<file path="config.mk">
export PLATFORM = sky130hd
export DESIGN_NAME = pwm
export DESIGN_NICKNAME = d
export VERILOG_FILES = /design/src/rtl/pwm.sv
export SDC_FILE = /design/constraint.sdc
export NUM_CORES = 1
export LEC_CHECK = 0
export BUFFER_PORTS_ARGS = -buffer_cell sky130_fd_sc_hd__buf_2
export CORE_AREA = 2 2 39 41
export DETAILED_ROUTE_END_ITERATION = 6
export DIE_AREA = 0 0 41 43
export GPL_TIMING_DRIVEN = 0
export RECOVER_POWER = 50
export SYNTH_ARGS = -nofsm -noshare
export SYNTH_HDL_FRONTEND = slang
export SYNTH_SLANG_ARGS = --single-unit
</file>
<file path="constraint.sdc">
create_clock -name CLK -period 1.32 [get_ports CLK]
set_clock_uncertainty 0.05 [all_clocks]
set_input_delay 0.132 -clock CLK [delete_from_list [all_inputs] [get_ports CLK]]
set_output_delay 0.132 -clock CLK [all_outputs]
set_load 0.005 [all_outputs]
</file>
<file path="src/rtl/pwm.sv">
// Single-channel fixed-period PWM generator.
// A free-running period counter is compared against a duty register that
// reloads from the command input only at the period wrap. Because of that,
// a command change can never shorten or split a pulse that is in progress.
module pwm #(
    parameter int WIDTH    = 4,
    parameter int PRESCALE = 1
) (
    input  logic             CLK,
    input  logic             RST,
    input  logic [WIDTH-1:0] Input,
    output logic             OUT
);

    // Prescaler width: clog2(PRESCALE), but never narrower than one bit.
    localparam int PW = (PRESCALE > 1) ? $clog2(PRESCALE) : 1;
    localparam logic [PW-1:0]    PRE_LAST = PW'(PRESCALE - 1);
    localparam logic [WIDTH-1:0] CNT_LAST = '1;

    logic [PW-1:0]    pre_cnt_reg;
    logic [PW-1:0]    pre_cnt_next;
    logic [WIDTH-1:0] cnt_reg;
    logic [WIDTH-1:0] cnt_next;
    logic [WIDTH-1:0] duty_reg;
    logic [WIDTH-1:0] duty_next;
    logic             out_reg;
    logic             out_next;
    logic             tick;

    // With PRESCALE=1 the prescaler stays at 0, so tick is constantly high.
    assign tick = (pre_cnt_reg == PRE_LAST);

    // Next-state logic: prescaler, period counter, duty reload, comparator.
    always_comb begin
        pre_cnt_next = pre_cnt_reg;
        cnt_next     = cnt_reg;
        duty_next    = duty_reg;
        out_next     = 1'b0;

        if (tick) begin
            pre_cnt_next = '0;
        end else begin
            pre_cnt_next = pre_cnt_reg + 1'b1;
        end

        if (tick) begin
            if (cnt_reg == CNT_LAST) begin
                // Period boundary: the only place the command is sampled.
                cnt_next  = '0;
                duty_next = Input;
            end else begin
                cnt_next = cnt_reg + 1'b1;
            end
        end

        // Compare uses the current registers, so OUT lags cnt by one clock.
        // duty can never exceed the counter's last value, so 100% is unreachable.
        out_next = (cnt_reg < duty_reg);
    end

    // State registers; reset overrides every other update.
    always_ff @(posedge CLK) begin
        if (RST) begin
            pre_cnt_reg <= '0;
            cnt_reg     <= '0;
            duty_reg    <= '0;
            out_reg     <= 1'b0;
        end else begin
            pre_cnt_reg <= pre_cnt_next;
            cnt_reg     <= cnt_next;
            duty_reg    <= duty_next;
            out_reg     <= out_next;
        end
    end

    assign OUT = out_reg;

endmodule

</file>
==> qor.csv <==
stage,metric,value,unit
setup_path,path_cells,"ha_1, a211o_1, a31oi_1",
clock_network,cts_made_buffers,3,
power_and_ir_drop,p_int,445,uW
route,dr_total_vias,313,
synthesis,ys.warnings.count,0,
setup_path,crit_required,1.45,ns
route,firstDrtPassIters,2,
route,first_iter_violations,4,
placed_design,dp_hpwl,481,um
synthesis,ys_ff_latch,10,
global_routing,antenna_found_initial,0,
synthesis,yosysTopAreaCellShare,43.7,%
clock_network,cts_buffer_depth,2,
power_and_ir_drop,peakVddDrop,0.376,mV
setup_path,slowest_stage,dfxtp_1,
setup_path,path_class,reg2reg,
power_and_ir_drop,leakagePower,0.273,nW
setup_path,timing.critical_path.max_delay_family,compound AO/OA/AOI/OAI gates,
hold_path,min_path_cells,3,
power_and_ir_drop,powerDensity,1060,nW/um2
run,drv_cap,0,
clock_network,post_cts_buffers,0,
run_status,status,"complete, no violations",
route,ant_nets,0,
power_and_ir_drop,p_sw_share,22.1,%
setup_path,cp-start-kind,flip-flop,
setup_path,path_depth,3,
synthesis,yosys.area.top_type,dfxtp_1,
cells_and_area,fill_cells,136,
power_and_ir_drop,p_clk_share,35.0,%
die,die-height,43,um
timing,hold_viol,0,
die,io_pins,7,
timing,timing.final.crit_share,93.9,%
synthesis,netlist_area,458,um2
route,drc,0,
synthesis,synth_cell_types,19,
die,initial_core_util,33.1,%
clock_network,cts_hold_buf,0,
timing,whs,0.0550,ns
setup_path,slowest_delay,0.42,ns
route,wl_per_cell,9.49,um
global_routing,grtUsageTotal,9.25,%
clock_network,clock_sink_count,10,
clock_network,worstSkewPairLatency,0.25,ns
placed_design,io_buffers,5,
route,wirelength,664,um
hold_path,min_path_type,in2reg,
die,die_area,1760,um2
timing,period_needed,1.24,ns
die,core.rowCount,14,
global_routing,grt_pass1_wl,1020,um
synthesis,async_reset_ff_share,0,%
timing,fmax,807,MHz
synthesis,ys_top_cells_by_area,"dfxtp_1, ha_1, mux2i_1",
placed_design,place.gp.congestion,0.633,
timing,drv_slew,0,
route,viasPerCell,4.47,
setup_path,reg2reg_depth,3,
timing,setup_violations,0,
synthesis,seq_area_frac_synth,43.7,%
synthesis,syn_nets,56,
power_and_ir_drop,p_total,570,uW
power_and_ir_drop,pwr-share-seq,57.0,%
synthesis,synth.most_common_cell,dfxtp_1,
global_routing,grt_pass1_vias,254,
clock_network,cts_tree,done,
die,core,1380,um2
global_routing,grt_max_degree,10,
power_and_ir_drop,p_comb_share,8.0,%
cells_and_area,drive_above_1_share,22.2,%
power_and_ir_drop,p_sw,126,uW
cells_and_area,antenna-diode-count,0,
setup_path,critPathCaptureType,flip-flop,
die,die_w,41,um
clock_network,clk_pin_slew,0.06,ns
cells_and_area,area_growth_syn_to_layout,17.2,%
global_routing,grt-ovfl-total,0,
clock_network,cts_max_level,1,
cells_and_area,fin_nets,66,
setup_path,crit_arrival,1.37,ns
synthesis,synth_commonest_cells,"dfxtp_1, nor2_1, mux2i_1, ha_1, inv_1",
clock_network,root_buffer,clkbuf_4,
setup_path,path_buf_inv,0,
setup_path,cp_max_fo,4,
synthesis,synthFlopType,dfxtp_1,
synthesis,avgSynthCellArea,9.96,um2
synthesis,synth_edf_count,0,
synthesis,syn_inst,46,
==> cell families (layout without fill, tap and decap cells) <==
kind of cell             after synthesis  count (layout)  share of synthesized area [%]
buffers and inverters                  4              12                           3.28
XOR/XNOR                               2               2                           3.83
multiplexers                           5               5                           10.9
AO/OA/AOI/OAI                          6               6                           8.20
flip-flops                            10              10                           43.7
other                                  1               1                          0.819
adder cells (fa/ha/maj)                4               4                           10.9
AND/OR/NAND/NOR                       14              14                           18.3
==> stage by stage <==
stage          area [um2]  std cells  worst slack [ns]   TNS, ns  utilization (%)
3_3_place_gp          503         67            0.0142         0             36.3
3_5_place_dp          503         67            0.0266         0             36.3
6_report              537         70            0.0803         0             38.8
5_1_grt               537         70          -0.00111  -0.00111             38.8
4_1_cts               526         70           0.00229         0             38.0
2_1_floorplan         458         46             0.148         0                -
==> per-layer routing <==
metal  wire [um]  share of wire [%]  track usage [%]  vias to the layer above
met2         261                 39             10.3                        5
met5           0                  0                0                        -
li1            -                  -                -                      173
met1         368                 55             12.3                      133
met3          23                3.5             4.71                        2
met4          10                1.5             8.00                        0
==> power by group through the flow <==
stage	Clock, mW	Sequential [mW]	Combinational (mW)
detailed placement	0	0.331	0.0442
finish	0.200	0.325	0.0456
CTS	0.208	0.324	0.0445
floorplan	0	0.329	0.0320
global placement	0	0.331	0.0439
global route	0.216	0.327	0.0545
==> tightest hold or removal path: cells and delay by family <==
family,cells,cell delay (ns)
buf+inv,1,0.07
simple gates,1,0.07
mux,1,0.05
==> area by class of cell <==
class                   instances  area, um2  area share, %
plain buffers                   1       3.75          0.699
clock buffers                   3       22.5           4.20
inverters                       3       11.3           2.10
multi-input cells              32        254           47.3
flip-flops and latches         10        201           37.5
well taps                      16       20.0           3.73
repair buffers                  5       23.8           4.43
==> layout by cell type (no fill, tap or decap), drive strengths merged <==
| cell | instances |
|---|---|
| dfxtp | 10 |
| nor2 | 7 |
| mux2i | 5 |
| clkbuf | 5 |
| buf | 4 |
| ha | 4 |
| inv | 3 |
| a21oi | 2 |
| nand2 | 2 |
| xnor2 | 2 |
| nand2b | 2 |
| nand4b | 1 |
| o21ai | 1 |
| or3 | 1 |
| a21o | 1 |
| a211o | 1 |
| a31oi | 1 |
| and2b | 1 |
| conb | 1 |
==> what timing repair did <==
item,4_1_cts,5_1_grt
resized for setup,0,3
hold endpoints to repair,0,0
setup endpoints to repair,0,4
==> path summary, 6_finish.rpt <==
| path | from | end | slack (ns) |
|---|---|---|---|
| setup / recovery | cnt_reg[3] | OUT | 0.08 |
| setup reg to reg | cnt_reg[3] | OUT | 0.08 |
| hold / removal | Input[0] | duty_reg[0] | 0.06 |
| hold reg to reg | duty_reg[0] | duty_reg[0] | 0.45 |
Power figures use the tool's default switching activity.
